## config.mk

```make
export PLATFORM = sky130hd
export DESIGN_NAME = sdm_alloc_rr
export DESIGN_NICKNAME = d
export VERILOG_FILES = /design/src/rtl/sdm_alloc_pkg.sv /design/src/rtl/rr_arb.sv /design/src/rtl/sdm_alloc_rr.sv
export SDC_FILE = /design/constraint.sdc
export NUM_CORES = 1
export LEC_CHECK = 0
export CAP_MARGIN = 25
export CORE_MARGIN = 5
export CORE_UTILIZATION = 50
export DETAILED_ROUTE_END_ITERATION = 8
export PLACE_DENSITY = 0.7
export SKIP_CTS_REPAIR_TIMING = 1
export SYNTH_ARGS = -nofsm -noshare
export SYNTH_HDL_FRONTEND = slang
export SYNTH_HIERARCHICAL = 1
export SYNTH_SLANG_ARGS = --single-unit
```

## constraint.sdc

```tcl
create_clock -name clk -period 11.3 [get_ports clk]
set_input_delay 2.825 -clock clk [delete_from_list [all_inputs] [get_ports clk]]
set_output_delay 2.825 -clock clk [all_outputs]
set_load 0.01 [all_outputs]
```

## src/rtl/sdm_alloc_pkg.sv

```systemverilog
// Shared constants and types for the SDM switch allocator (port indices, input state, id width).
package sdm_alloc_pkg;

  localparam int PORT_S = 32'sd0;
  localparam int PORT_W = 32'sd1;
  localparam int PORT_N = 32'sd2;
  localparam int PORT_E = 32'sd3;
  localparam int PORT_L = 32'sd4;

  typedef enum logic {
    IDLE = 1'b0,
    BUSY = 1'b1
  } state_t;

  // Width of an id that can name any of n sub-channels (at least one bit).
  function automatic int id_width(input int n);
    return (n > 32'sd1) ? $clog2(n) : 32'sd1;
  endfunction

endpackage

```

## src/rtl/rr_arb.sv

```systemverilog
// N-way round-robin arbiter: the pointer marks the highest-priority requester and
// moves just past the winner only when the caller confirms the grant with adv.
module rr_arb
  import sdm_alloc_pkg::*;
#(
  parameter int N = 10
) (
  input  logic         clk,
  input  logic         rst_n,
  input  logic [N-1:0] req,
  input  logic         adv,
  output logic [N-1:0] gnt
);

  localparam int W = id_width(N);

  logic [W-1:0]   ptr_r;
  logic [W-1:0]   win_s;
  logic [W-1:0]   nxt_s;
  logic [2*N-1:0] rot_s;
  logic           found_s;
  int             off_s;
  int             sum_s;

  // Rotate requests so the pointer sits at bit 0, take the first set bit, map back.
  always_comb begin
    rot_s   = {req, req} >> ptr_r;
    found_s = 1'b0;
    off_s   = 32'sd0;
    for (int k = 0; k < N; k++) begin
      if (!found_s && rot_s[k]) begin
        found_s = 1'b1;
        off_s   = k;
      end else begin
        found_s = found_s;
      end
    end
    sum_s = int'(ptr_r) + off_s;
    if (sum_s >= N) begin
      sum_s = sum_s - N;
    end else begin
      sum_s = sum_s;
    end
    win_s = W'(sum_s);
    nxt_s = (sum_s == N - 32'sd1) ? '0 : W'(sum_s + 32'sd1);
    for (int i = 0; i < N; i++) begin
      gnt[i] = found_s && (win_s == W'(i));
    end
  end

  // Pointer register; held unless a grant is actually taken.
  always_ff @(posedge clk or negedge rst_n) begin
    if (!rst_n) begin
      ptr_r <= '0;
    end else if (adv && found_s) begin
      ptr_r <= nxt_s;
    end else begin
      ptr_r <= ptr_r;
    end
  end

endmodule

```

## src/rtl/sdm_alloc_rr.sv

```systemverilog
// SDM switch allocator: per-output-port round-robin over idle inputs, allocations held until rel.
// Build option: define SDM_ALLOC_UTURN_EN to make U-turn requests (target port == own port) legal.
module sdm_alloc_rr
  import sdm_alloc_pkg::*;
#(
  parameter  int P   = 5,
  parameter  int VCN = 2,
  localparam int NIO = P * VCN,
  localparam int IW  = id_width(P * VCN)
) (
  input  logic                      clk,
  input  logic                      rst_n,
  input  logic [P*VCN-1:0][P-1:0]   req,
  input  logic [P*VCN-1:0]          rel,
  output logic [P*VCN-1:0]          ack,
  output logic [P*VCN-1:0][IW-1:0]  cfg,
  output logic [P*VCN-1:0]          cfg_vld,
  output logic                      err
);

  state_t                  state_r     [NIO];
  state_t                  state_nxt_s [NIO];
  logic [NIO-1:0]          onehot_s;
  logic [NIO-1:0]          uturn_s;
  logic [NIO-1:0]          idle_s;
  logic [NIO-1:0]          legal_s;
  logic [NIO-1:0]          bad_s;
  logic [NIO-1:0]          ack_r, ack_nxt_s;
  logic [NIO-1:0]          vld_r, vld_nxt_s;
  logic [NIO-1:0][IW-1:0]  cfg_r, cfg_nxt_s;
  logic                    err_r, err_nxt_s;
  logic [NIO-1:0]          cand_s [P];
  logic [NIO-1:0]          gnt_s  [P];
  logic [P-1:0]            free_s;
  logic [P-1:0]            adv_s;
  int                      free_vc_s [P];

  // Classify each idle input's request as legal, illegal or absent.
  always_comb begin
    for (int i = 0; i < NIO; i++) begin
      onehot_s[i] = ($countones(req[i]) == 32'sd1);
`ifdef SDM_ALLOC_UTURN_EN
      uturn_s[i]  = 1'b0;
`else
      uturn_s[i]  = req[i][i / VCN];
`endif
      idle_s[i]   = (state_r[i] == IDLE);
      legal_s[i]  = idle_s[i] & onehot_s[i] & ~uturn_s[i];
      bad_s[i]    = idle_s[i] & (|req[i]) & (~onehot_s[i] | uturn_s[i]);
    end
  end

  // Per output port: candidate inputs and lowest free sub-channel.
  always_comb begin
    for (int p = 0; p < P; p++) begin
      for (int i = 0; i < NIO; i++) begin
        cand_s[p][i] = legal_s[i] & req[i][p];
      end
      free_s[p]    = 1'b0;
      free_vc_s[p] = 32'sd0;
      for (int v = VCN - 1; v >= 0; v--) begin
        if (!vld_r[p*VCN + v]) begin
          free_s[p]    = 1'b1;
          free_vc_s[p] = v;
        end else begin
          free_s[p]    = free_s[p];
        end
      end
      adv_s[p] = free_s[p] & (|cand_s[p]);
    end
  end

  for (genvar p = 0; p < P; p++) begin : g_port
    rr_arb #(.N(NIO)) u_arb (
      .clk   (clk),
      .rst_n (rst_n),
      .req   (cand_s[p]),
      .adv   (adv_s[p]),
      .gnt   (gnt_s[p])
    );
  end

  // Next state: releases free the slot their owner holds; grants fill the chosen free slot.
  // Releases touch only held slots and grants only free ones, so the two never collide.
  always_comb begin
    ack_nxt_s   = '0;
    vld_nxt_s   = vld_r;
    cfg_nxt_s   = cfg_r;
    state_nxt_s = state_r;
    err_nxt_s   = err_r | (|bad_s);
    for (int i = 0; i < NIO; i++) begin
      if (rel[i] && (state_r[i] == BUSY)) begin
        state_nxt_s[i] = IDLE;
        for (int o = 0; o < NIO; o++) begin
          if (vld_r[o] && (cfg_r[o] == IW'(i))) begin
            vld_nxt_s[o] = 1'b0;
          end else begin
            vld_nxt_s[o] = vld_nxt_s[o];
          end
        end
      end else begin
        state_nxt_s[i] = state_nxt_s[i];
      end
    end
    for (int p = 0; p < P; p++) begin
      for (int i = 0; i < NIO; i++) begin
        if (adv_s[p] && gnt_s[p][i]) begin
          ack_nxt_s[i]                     = 1'b1;
          state_nxt_s[i]                   = BUSY;
          cfg_nxt_s[p*VCN + free_vc_s[p]]  = IW'(i);
          vld_nxt_s[p*VCN + free_vc_s[p]]  = 1'b1;
        end else begin
          ack_nxt_s[i]                     = ack_nxt_s[i];
        end
      end
    end
  end

  // State and output registers; reset drops every allocation immediately.
  always_ff @(posedge clk or negedge rst_n) begin
    if (!rst_n) begin
      ack_r <= '0;
      vld_r <= '0;
      cfg_r <= '0;
      err_r <= 1'b0;
      for (int i = 0; i < NIO; i++) begin
        state_r[i] <= IDLE;
      end
    end else begin
      ack_r   <= ack_nxt_s;
      vld_r   <= vld_nxt_s;
      cfg_r   <= cfg_nxt_s;
      err_r   <= err_nxt_s;
      state_r <= state_nxt_s;
    end
  end

  assign ack     = ack_r;
  assign cfg     = cfg_r;
  assign cfg_vld = vld_r;
  assign err     = err_r;

endmodule

```

==> results of run 1 <==
[worst max-delay path, delay by kind of cell]
| kind | cells | cell delay (ps) |
|---|---|---|
| multiplexers | 2 | 570 |
| adder cells (fa/ha/maj) | 7 | 2490 |
| AO/OA/AOI/OAI | 10 | 1660 |
| buffers and inverters | 4 | 700 |
| AND/OR/NAND/NOR | 8 | 2630 |
[area by class of cell]
| type | count | area share [%] |
|---|---|---|
| repair buffers | 155 | 9.002 |
| multi-input cells | 1555 | 69.70 |
| clock inverters | 5 | 0.3664 |
| flip-flops and latches | 91 | 13.61 |
| inverters | 134 | 3.006 |
| clock buffers | 11 | 1.450 |
| well taps | 384 | 2.871 |
[sequential cells by signal, indices dropped and copies added (netlist names)]
name,count
cfg,40
g_port.u_arb/ptr_r,20
ack,10
cfg_vld,10
state_r,10
err,1
[path summary, 6_finish.rpt]
kind,from,end,slack (ps),cells past startpoint
max,req[35],cfg_vld[9],670,31
min,err,err,550,2
max reg2reg,g_port[0].u_arb/ptr_r[0],ack[9],4600,20
min reg2reg,err,err,550,2
max in group asynchronous,rst_n,cfg[31],8100,3
min in group asynchronous,rst_n,g_port[0].u_arb/ptr_r[3],2350,1
[per-layer routing]
layer | global-route usage [%] | wire, um
met5 | 0 | 0
met4 | 8.196 | 1488
met2 | 45.41 | 21910
met1 | 37.87 | 20370
met3 | 4.942 | 3606
[kinds of logic (layout without fill, tap and decap cells)]
kind of cell             after synthesis  after routing  synth area share [%]
AND/OR/NAND/NOR                      631            631                 24.17
flip-flops                            91             91                 15.50
other                                  1             66               0.02552
adder cells (fa/ha/maj)               95             95                 9.366
multiplexers                         181            181                 16.81
buffers and inverters                220            305                 6.829
XOR/XNOR                              20             20                 1.192
AO/OA/AOI/OAI                        562            562                 26.11
[cells in the final DEF, fill, tap and decap left out, drive strengths merged, types with 14 or more instances in the layout]
master,netlist,layout
a21boi,24,24
a21o,14,14
a21oi,104,104
a22oi,19,19
a31oi,31,31
and2,15,15
and3,27,27
and4,20,20
and4b,35,35
buf,53,34
clkdlybuf4s50,0,121
conb,1,66
dfrtp,91,91
fa,25,25
ha,70,70
inv,134,135
mux2,71,71
mux2i,66,66
mux4,44,44
nand2,125,125
nand2b,63,63
nand3,43,43
nor2,134,134
nor2b,27,27
nor3,59,59
nor4,16,16
o21ai,149,149
o21bai,21,21
o22a,22,22
o22ai,26,26
or2,29,29
xnor2,15,15
[stage by stage]
step                      hold slack [ps]  instances  utilization (%)
after floorplan                     523.7       1866                -
after global placement              524.4       2316            56.72
after detailed placement            544.4       2317            56.75
after CTS                           559.7       2333            57.80
after global routing                571.7       2335            57.99
final                               553.4       2335            57.99
==> metrics.txt, run 1 <==
# TYPE chip_impl_metric gauge
chip_impl_metric{name="remaining_design_rule_violation_count",unit=""} 0
chip_impl_metric{name="multiInputGateArea",unit="mm^2"} 0.01166
chip_impl_metric{name="number_of_register_bits_inferred_by_synthesis",unit=""} 91
chip_impl_metric{name="grt.total_usage",unit="%"} 27.79
chip_impl_metric{name="dp_worst_setup_slack",unit="ps"} 441.0
chip_impl_metric{name="globalplace.congestion",unit=""} 0.9739
chip_impl_metric{name="sequential_cell_area_in_the_final_layout",unit="mm^2"} 0.002277
chip_impl_metric{name="flow.area_growth_from_synthesis",unit="%"} 13.89
chip_impl_info{name="ys.flop_type",value="sky130_fd_sc_hd__dfrtp_1"} 1
chip_impl_info{name="synth.top_cells.by_count",value="sky130_fd_sc_hd__o21ai_0, sky130_fd_sc_hd__inv_1, sky130_fd_sc_hd__nor2_1"} 1
chip_impl_metric{name="timing.final.ws_setup",unit="ps"} 665.7
chip_impl_metric{name="setup-tns-final",unit="ps"} 0
chip_impl_metric{name="timing.final.crit_share",unit="%"} 94.11
chip_impl_metric{name="synth.yosys.seq_area_share",unit="%"} 15.50
chip_impl_metric{name="drive_gt1_share",unit="%"} 11.69
chip_impl_metric{name="fmax",unit="GHz"} 0.09404
chip_impl_metric{name="post-route-cell-area",unit="mm^2"} 0.01673
chip_impl_metric{name="placed_area",unit="mm^2"} 0.01638
chip_impl_metric{name="max_cap_violations",unit=""} 0
chip_impl_metric{name="synthDominantCellAreaShare",unit="%"} 15.50
chip_impl_metric{name="delay_of_the_slowest_cell_on_the_worst_path",unit="ps"} 620
chip_impl_metric{name="totalWireLength",unit="mm"} 47.37
chip_impl_metric{name="die-area",unit="mm^2"} 0.03292
chip_impl_metric{name="detailed_place_hpwl",unit="mm"} 36.90
chip_impl_metric{name="final_hold_viol_count",unit=""} 0
chip_impl_metric{name="nNetsFinal",unit=""} 2103
chip_impl_metric{name="drt_iter0_drc",unit=""} 1559
chip_impl_metric{name="setup-violations-final",unit=""} 0
chip_impl_info{name="synthTopCellsByArea",value="sky130_fd_sc_hd__dfrtp_1, sky130_fd_sc_hd__mux4_2, sky130_fd_sc_hd__ha_1, sky130_fd_sc_hd__mux2_2, sky130_fd_sc_hd__o21ai_0"} 1
chip_impl_metric{name="synthArstFlopShare",unit="%"} 100.0
chip_impl_info{name="clockRootBuffer",value="sky130_fd_sc_hd__clkbuf_16"} 1
chip_impl_info{name="setup.worst_path.start_class",value="primary input"} 1
chip_impl_info{name="grt_setup_unrepaired",value="false"} 1
chip_impl_metric{name="max-slew-margin-rel",unit="%"} 11.33
chip_impl_metric{name="antenna_diode_count",unit=""} 0
chip_impl_metric{name="finalWorstPathRequiredPeriod",unit="ps"} 10630
chip_impl_info{name="critical_path.most_common_cell",value="sky130_fd_sc_hd__ha_1"} 1
chip_impl_metric{name="via_count",unit=""} 15080
chip_impl_info{name="endpoint_kind",value="flop"} 1
chip_impl_metric{name="antenna_violation_net_count_after_detailed_routing",unit=""} 0
chip_impl_metric{name="synthesis.yosys.warnings",unit=""} 6
chip_impl_metric{name="grt_antenna_before_repair",unit=""} 0
chip_impl_metric{name="netlist_area",unit="mm^2"} 0.01469
chip_impl_metric{name="timing.critical_path.arrival",unit="ps"} 10880
chip_impl_info{name="clock_tree_from_tritoncts",value="built"} 1
chip_impl_metric{name="post_drt_via_cell_ratio",unit=""} 6.458
chip_impl_metric{name="port-buffer-count",unit=""} 122
chip_impl_metric{name="grt_pass1_vias",unit=""} 14190
chip_impl_metric{name="cts.sink_count",unit=""} 91
chip_impl_metric{name="grt_start_max_net_pins",unit=""} 71
chip_impl_metric{name="wire_per_inst",unit="um"} 20.29
chip_impl_metric{name="detail_route.first_pass.iterations",unit=""} 8
chip_impl_metric{name="clock_skew",unit="ps"} 10.98
chip_impl_metric{name="core_area",unit="mm^2"} 0.02886
chip_impl_info{name="run_status",value="completed"} 1
chip_impl_metric{name="max_slew.worst_pin.slew",unit="ps"} 1330
chip_impl_info{name="setup.worst_path.class",value="in2reg"} 1
chip_impl_info{name="yosysMostFrequentCell",value="sky130_fd_sc_hd__o21ai_0"} 1
chip_impl_metric{name="critical_path_peak_fanout",unit=""} 7
chip_impl_info{name="cpMaxStageDelayCell",value="sky130_fd_sc_hd__fa_1"} 1
chip_impl_metric{name="cts-htree-levels",unit=""} 3
chip_impl_metric{name="number_of_max_slew_violations_in_the_final_report",unit=""} 0
chip_impl_metric{name="cts.clk_slew.worst_paths",unit="ps"} 70
chip_impl_metric{name="numCtsBuffers",unit=""} 9
chip_impl_info{name="yosys.area.top_type",value="sky130_fd_sc_hd__dfrtp_1"} 1
chip_impl_metric{name="synth_enable_flop_cells",unit=""} 0
chip_impl_metric{name="cell_rows",unit=""} 62
chip_impl_metric{name="cts-root-to-sink-buffers",unit=""} 2
chip_impl_metric{name="num_io_pins",unit=""} 123
chip_impl_metric{name="yosys.cell_types.count",unit=""} 86
chip_impl_metric{name="n_fill_cell",unit=""} 2686
chip_impl_metric{name="effective_utilization_at_floorplan",unit="%"} 50.92
chip_impl_metric{name="globalRouteOverflowTotal",unit=""} 0
chip_impl_metric{name="clock_insertion_delay_worst_skew",unit="ps"} 370
chip_impl_metric{name="fp.dieH",unit="um"} 181.4
chip_impl_metric{name="die_x",unit="um"} 181.4
chip_impl_metric{name="avgSynthCellArea",unit="um^2"} 8.159
chip_impl_metric{name="global_route_wire_length_before_repair",unit="mm"} 75.88
chip_impl_metric{name="synthesis.instances",unit=""} 1801
chip_impl_metric{name="critPathRequiredTime",unit="ps"} 11550
chip_impl_info{name="hp-class",value="reg2reg"} 1
Power of run 1 is left out: the tool's default activity adds up to more than one toggle a clock period on the data nets, which glitch-free logic cannot reach.
==> run 2, diff against run 1 <==
- CAP_MARGIN: 25 -> not set
==> run 2 against run 1 <==
Via count fell by 0.50%. Fmax fell by 0.56%. Non-clock buffer count fell by 3. Worst setup slack got worse by 60 ps. Final cell count fell by 0.13%. Design area fell by 0.49%. Global-route usage fell by 0.29 points. Wire length barely moved. Critical path depth did not move. Utilization fell by 0.28 points. Highest routed layer unchanged. Register-to-register slack got worse by 130 ps.
==> metrics.txt, run 2 (synthesis gave the netlist of run 1 again) <==
# TYPE chip_impl_metric gauge
chip_impl_info{name="run_status",value="completed"} 1
chip_impl_metric{name="setup.reg_to_reg.worst_slack",unit="ps"} 4470
chip_impl_metric{name="drive_gt1_share",unit="%"} 11.60
chip_impl_metric{name="grt_start_max_net_pins",unit=""} 71
chip_impl_metric{name="dp_worst_setup_slack",unit="ps"} 397.8
chip_impl_metric{name="detail_route.first_pass.iterations",unit=""} 6
chip_impl_metric{name="fmax",unit="GHz"} 0.09351
chip_impl_info{name="setup.worst_path.start_class",value="primary input"} 1
chip_impl_metric{name="die-area",unit="mm^2"} 0.03292
chip_impl_metric{name="port-buffer-count",unit=""} 122
chip_impl_metric{name="num_io_pins",unit=""} 123
chip_impl_metric{name="clock_insertion_delay_worst_skew",unit="ps"} 360
chip_impl_info{name="worstHoldStart",value="err"} 1
chip_impl_metric{name="timing.final.ws_setup",unit="ps"} 605.8
chip_impl_metric{name="grt_antenna_before_repair",unit=""} 0
chip_impl_info{name="mostFrequentLayoutCell",value="sky130_fd_sc_hd__o21ai_0"} 1
chip_impl_metric{name="cts.clk_slew.worst_paths",unit="ps"} 70
chip_impl_metric{name="final_hold_viol_count",unit=""} 0
chip_impl_metric{name="global_route_wire_length_before_repair",unit="mm"} 74.65
chip_impl_info{name="worst_setup_path_startpoint",value="req[35]"} 1
chip_impl_metric{name="cts-htree-levels",unit=""} 3
chip_impl_metric{name="worst-path-buf-inv",unit=""} 4
chip_impl_metric{name="flow.area_growth_from_synthesis",unit="%"} 13.33
chip_impl_metric{name="largest_reg_flops",unit=""} 40
chip_impl_metric{name="via_count",unit=""} 15000
chip_impl_metric{name="globalplace.congestion",unit=""} 0.9739
chip_impl_metric{name="wire_per_inst",unit="um"} 20.30
chip_impl_info{name="regToRegStartpoint",value="g_port[4].u_arb/ptr_r[0]"} 1
chip_impl_info{name="clockRootBuffer",value="sky130_fd_sc_hd__clkbuf_16"} 1
chip_impl_metric{name="number_of_max_slew_violations_in_the_final_report",unit=""} 0
chip_impl_metric{name="die_x",unit="um"} 181.4
chip_impl_metric{name="grt_pass1_vias",unit=""} 13970
chip_impl_metric{name="globalRouteOverflowTotal",unit=""} 0
chip_impl_metric{name="cts-root-to-sink-buffers",unit=""} 2
chip_impl_metric{name="setup-violations-final",unit=""} 0
chip_impl_metric{name="effective_utilization_at_floorplan",unit="%"} 50.92
chip_impl_metric{name="timing.critical_path.arrival",unit="ps"} 10930
chip_impl_metric{name="antenna_violation_net_count_after_detailed_routing",unit=""} 0
chip_impl_info{name="endpoint_kind",value="flop"} 1
chip_impl_info{name="cpMaxStageDelayCell",value="sky130_fd_sc_hd__fa_1"} 1
chip_impl_info{name="clock_tree_from_tritoncts",value="built"} 1
chip_impl_metric{name="numCtsBuffers",unit=""} 9
chip_impl_metric{name="final.hold.worst_slack",unit="ps"} 542.3
chip_impl_metric{name="core_area",unit="mm^2"} 0.02886
chip_impl_metric{name="setup-tns-final",unit="ps"} 0
chip_impl_metric{name="cts.sink_count",unit=""} 91
chip_impl_metric{name="grt.total_usage",unit="%"} 27.51
chip_impl_metric{name="drt_iter0_drc",unit=""} 1555
chip_impl_metric{name="remaining_design_rule_violation_count",unit=""} 0
chip_impl_metric{name="totalWireLength",unit="mm"} 47.35
chip_impl_metric{name="detailed_place_hpwl",unit="mm"} 36.88
chip_impl_metric{name="cell_rows",unit=""} 62
chip_impl_metric{name="clock_skew",unit="ps"} 16.78
chip_impl_metric{name="critPathRequiredTime",unit="ps"} 11540
chip_impl_info{name="hp-class",value="reg2reg"} 1
chip_impl_metric{name="delay_of_the_slowest_cell_on_the_worst_path",unit="ps"} 630
chip_impl_metric{name="max-slew-margin-rel",unit="%"} 13.69
chip_impl_metric{name="utilization",unit="%"} 57.71
chip_impl_metric{name="nNetsFinal",unit=""} 2100
chip_impl_info{name="setup.worst_path.class",value="in2reg"} 1
chip_impl_info{name="cp_top_family",value="simple AND/OR/NAND/NOR gates"} 1
chip_impl_metric{name="max_slew.worst_pin.slew",unit="ps"} 1295
chip_impl_metric{name="finalWorstPathRequiredPeriod",unit="ps"} 10690
chip_impl_metric{name="fp.dieH",unit="um"} 181.4
chip_impl_metric{name="post_drt_via_cell_ratio",unit=""} 6.434
chip_impl_metric{name="antenna_diode_count",unit=""} 0
chip_impl_info{name="grt_setup_unrepaired",value="false"} 1
chip_impl_metric{name="timing.final.crit_share",unit="%"} 94.64
chip_impl_info{name="mostFrequentLayoutCells",value="sky130_fd_sc_hd__o21ai_0, sky130_fd_sc_hd__inv_1, sky130_fd_sc_hd__nor2_1"} 1
chip_impl_metric{name="critical_path_peak_fanout",unit=""} 7
chip_impl_info{name="critical_path.most_common_cell",value="sky130_fd_sc_hd__ha_1"} 1
chip_impl_metric{name="max_cap_violations",unit=""} 0
[run 2: worst paths after layout]
check	to	cells past startpoint
setup / recovery	cfg_vld[9]	31
min in group asynchronous	g_port[0].u_arb/ptr_r[3]	1
hold / removal	err	2
setup reg to reg	cfg_vld[9]	22
max in group asynchronous	cfg_vld[6]	2
hold reg to reg	err	2
[run 2: per-layer routing]
| metal | global-route usage, % | routed length, um |
|---|---|---|
| met5 | 0 | 0 |
| met4 | 9.667 | 1797 |
| met3 | 4.802 | 3724 |
| met2 | 44.05 | 21400 |
| met1 | 37.63 | 20420 |
[run 2: worst reg2reg max path, cell delays in order (launching register included)]
cell	delay (ps)
sky130_fd_sc_hd__dfrtp_1	1000
sky130_fd_sc_hd__mux4_2	610
sky130_fd_sc_hd__nand2_1	110
sky130_fd_sc_hd__a21boi_1	210
sky130_fd_sc_hd__o21ai_0	180
sky130_fd_sc_hd__o22a_1	290
sky130_fd_sc_hd__o41ai_1	420
sky130_fd_sc_hd__ha_1	280
sky130_fd_sc_hd__fa_1	530
sky130_fd_sc_hd__o22a_1	240
sky130_fd_sc_hd__o221ai_1	160
sky130_fd_sc_hd__a311o_1	160
sky130_fd_sc_hd__ha_1	300
sky130_fd_sc_hd__nand2_1	110
sky130_fd_sc_hd__o21ai_0	340
sky130_fd_sc_hd__inv_1	120
sky130_fd_sc_hd__ha_1	250
sky130_fd_sc_hd__and4b_1	300
sky130_fd_sc_hd__nor4_1	410
sky130_fd_sc_hd__and3_1	260
sky130_fd_sc_hd__and2_1	150
sky130_fd_sc_hd__nor2_1	50
sky130_fd_sc_hd__a31o_2	210
[run 2: cell type report]
| type | count | area [um^2] |
|---|---|---|
| clock inverter | 6 | 46.29 |
| sequential | 91 | 2277 |
| tap | 384 | 480.5 |
| fill | 2718 | 12200 |
| multi-input combinational | 1555 | 11660 |
| inverter | 134 | 503.0 |
| clock buffer | 10 | 239.0 |
| timing repair buffer | 152 | 1444 |
[run 2: metrics by stage]
stage	std cells	cell area (um^2)
2_1_floorplan	1866	14940
3_3_place_gp	2316	16370
3_5_place_dp	2316	16370
4_1_cts	2332	16650
5_1_grt	2332	16650
6_report	2332	16650
Power of run 2 is left out for the same reason.
==> run 3, diff against run 2 <==
- CAP_MARGIN: not set -> 10
- RECOVER_POWER: not set -> 25
==> run 3 against run 2 <==
The run now ends with capacitance limit, slew limit left. Sequential share of layout area about the same. Die area unchanged. Critical path depth is the same. Global-route usage unchanged. Flip-flop and latch count unchanged. Final cell count stayed put. Clock skew about the same. Non-clock buffer count stayed put. Largest cell class unchanged. Register-to-register slack is essentially flat. Fmax about the same. Worst setup slack hardly changed. First-iteration DRC count unchanged. Critical endpoint unchanged.
==> metrics.txt, run 3 (synthesis gave the netlist of run 1 again) <==
# TYPE chip_impl_metric gauge
chip_impl_info{name="grt_setup_unrepaired",value="false"} 1
chip_impl_metric{name="max_cap_violations",unit=""} 1
chip_impl_metric{name="worst-path-buf-inv",unit=""} 4
chip_impl_metric{name="num_io_pins",unit=""} 123
chip_impl_metric{name="cts.sink_count",unit=""} 91
chip_impl_metric{name="critical_path_peak_fanout",unit=""} 7
chip_impl_metric{name="timing.critical_path.arrival",unit="ps"} 10930
chip_impl_info{name="clock_tree_from_tritoncts",value="built"} 1
chip_impl_metric{name="die-area",unit="mm^2"} 0.03292
chip_impl_metric{name="setup-violations-final",unit=""} 0
chip_impl_info{name="violations_in_the_final_reports",value="capacitance limit, slew limit"} 1
chip_impl_info{name="critical_path.most_common_cell",value="sky130_fd_sc_hd__ha_1"} 1
chip_impl_info{name="cp_top_family",value="simple AND/OR/NAND/NOR gates"} 1
chip_impl_metric{name="max_slew.worst_pin.slew",unit="ps"} 4063
chip_impl_metric{name="via_count",unit=""} 14990
chip_impl_info{name="clockRootBuffer",value="sky130_fd_sc_hd__clkbuf_16"} 1
chip_impl_metric{name="delay_of_the_slowest_cell_on_the_worst_path",unit="ps"} 630
chip_impl_metric{name="globalplace.congestion",unit=""} 0.9739
chip_impl_metric{name="remaining_design_rule_violation_count",unit=""} 0
chip_impl_metric{name="largest_reg_flops",unit=""} 40
chip_impl_metric{name="number_of_max_slew_violations_in_the_final_report",unit=""} 71
chip_impl_metric{name="core_area",unit="mm^2"} 0.02886
chip_impl_info{name="endpoint_kind",value="flop"} 1
chip_impl_metric{name="port-buffer-count",unit=""} 122
chip_impl_metric{name="die_x",unit="um"} 181.4
chip_impl_info{name="hp-class",value="reg2reg"} 1
chip_impl_metric{name="final_hold_viol_count",unit=""} 0
chip_impl_metric{name="timing.final.crit_share",unit="%"} 94.64
chip_impl_metric{name="setup-tns-final",unit="ps"} 0
chip_impl_metric{name="grt_antenna_before_repair",unit=""} 0
chip_impl_metric{name="drt_iter0_drc",unit=""} 1555
chip_impl_metric{name="clock_skew",unit="ps"} 16.54
chip_impl_metric{name="cts-htree-levels",unit=""} 3
chip_impl_metric{name="setup.reg_to_reg.worst_slack",unit="ps"} 4470
chip_impl_info{name="run_status",value="finished, violations left"} 1
chip_impl_metric{name="detailed_place_hpwl",unit="mm"} 36.88
chip_impl_metric{name="wire_per_inst",unit="um"} 20.28
chip_impl_metric{name="antenna_violation_net_count_after_detailed_routing",unit=""} 0
chip_impl_info{name="setup.worst_path.start_class",value="primary input"} 1
chip_impl_info{name="mostFrequentLayoutCells",value="sky130_fd_sc_hd__o21ai_0, sky130_fd_sc_hd__inv_1, sky130_fd_sc_hd__nor2_1"} 1
chip_impl_metric{name="grt_pass1_vias",unit=""} 13970
chip_impl_metric{name="globalRouteOverflowTotal",unit=""} 0
chip_impl_metric{name="cell_rows",unit=""} 62
chip_impl_metric{name="clock_insertion_delay_worst_skew",unit="ps"} 360
chip_impl_metric{name="global_route_wire_length_before_repair",unit="mm"} 74.65
chip_impl_metric{name="post_drt_via_cell_ratio",unit=""} 6.429
chip_impl_metric{name="flow.area_growth_from_synthesis",unit="%"} 13.28
chip_impl_metric{name="antenna_diode_count",unit=""} 0
chip_impl_metric{name="fmax",unit="GHz"} 0.09351
chip_impl_metric{name="nNetsFinal",unit=""} 2100
chip_impl_metric{name="max-slew-margin-rel",unit="%"} -170.8
chip_impl_metric{name="finalWorstPathRequiredPeriod",unit="ps"} 10690
chip_impl_metric{name="grt_start_max_net_pins",unit=""} 71
chip_impl_metric{name="effective_utilization_at_floorplan",unit="%"} 50.92
chip_impl_metric{name="fp.dieH",unit="um"} 181.4
chip_impl_info{name="cpMaxStageDelayCell",value="sky130_fd_sc_hd__fa_1"} 1
chip_impl_metric{name="cts-root-to-sink-buffers",unit=""} 2
chip_impl_metric{name="critPathRequiredTime",unit="ps"} 11540
chip_impl_metric{name="detail_route.first_pass.iterations",unit=""} 6
chip_impl_metric{name="numCtsBuffers",unit=""} 9
chip_impl_info{name="mostFrequentLayoutCell",value="sky130_fd_sc_hd__o21ai_0"} 1
chip_impl_metric{name="cts.clk_slew.worst_paths",unit="ps"} 70
chip_impl_metric{name="totalWireLength",unit="mm"} 47.29
chip_impl_metric{name="drive_gt1_share",unit="%"} 11.50
chip_impl_info{name="setup.worst_path.class",value="in2reg"} 1
chip_impl_metric{name="grt.total_usage",unit="%"} 27.51
[run 3: changes by cell type in the layout (fill, tap and decap cells not counted), sizes merged]
cell    before  now
clkbuf      10   12
buf         31   29
[run 3: worst paths after layout]
kind | start | end | depth (start not counted)
worst max-delay path | req[35] | cfg_vld[9] | 31
worst max register to register | g_port[4].u_arb/ptr_r[0] | cfg_vld[9] | 22
worst min register to register | err | err | 2
worst min-delay path | err | err | 2
min in group asynchronous | rst_n | g_port[0].u_arb/ptr_r[3] | 1
max in group asynchronous | rst_n | cfg_vld[6] | 2
[run 3: area by class of cell]
| class | count | area [um^2] |
|---|---|---|
| clock buffers | 10 | 239.0 |
| clock inverters | 6 | 46.29 |
| fillers | 2717 | 12210 |
| inverters | 134 | 503.0 |
| multi-input cells | 1555 | 11660 |
| flip-flops and latches | 91 | 2277 |
| well taps | 384 | 480.5 |
| repair buffers | 152 | 1436 |
[run 3: tightest hold or removal path: cells and delay by family, from the launching register on]
kind,cells,cell delay (ps)
AND/OR/NAND/NOR,1,80
AO/OA/AOI/OAI,1,60
flip-flops,1,370
[run 3: per-layer routing]
| layer | track usage (%) | vias up | share of wire (%) |
|---|---|---|---|
| li1 | - | 7060 | - |
| met3 | 4.802 | 93 | 7.6 |
| met1 | 37.63 | 7259 | 43 |
| met5 | 0 | - | 0 |
| met2 | 44.05 | 580 | 45 |
| met4 | 9.667 | 0 | 3.7 |
[run 3: metrics by stage]
stage          hold WS (ps)  area [um^2]  cells  setup slack (ps)  util (%)
2_1_floorplan         523.7        14940   1866              1737         -
3_3_place_gp          524.4        16370   2316             456.2     56.72
3_5_place_dp          542.1        16370   2316             397.8     56.72
4_1_cts               558.1        16650   2332             720.7     57.71
5_1_grt               571.7        16650   2332             77.86     57.68
6_report              542.3        16650   2332             606.0     57.68
Power of run 3 is left out for the same reason.
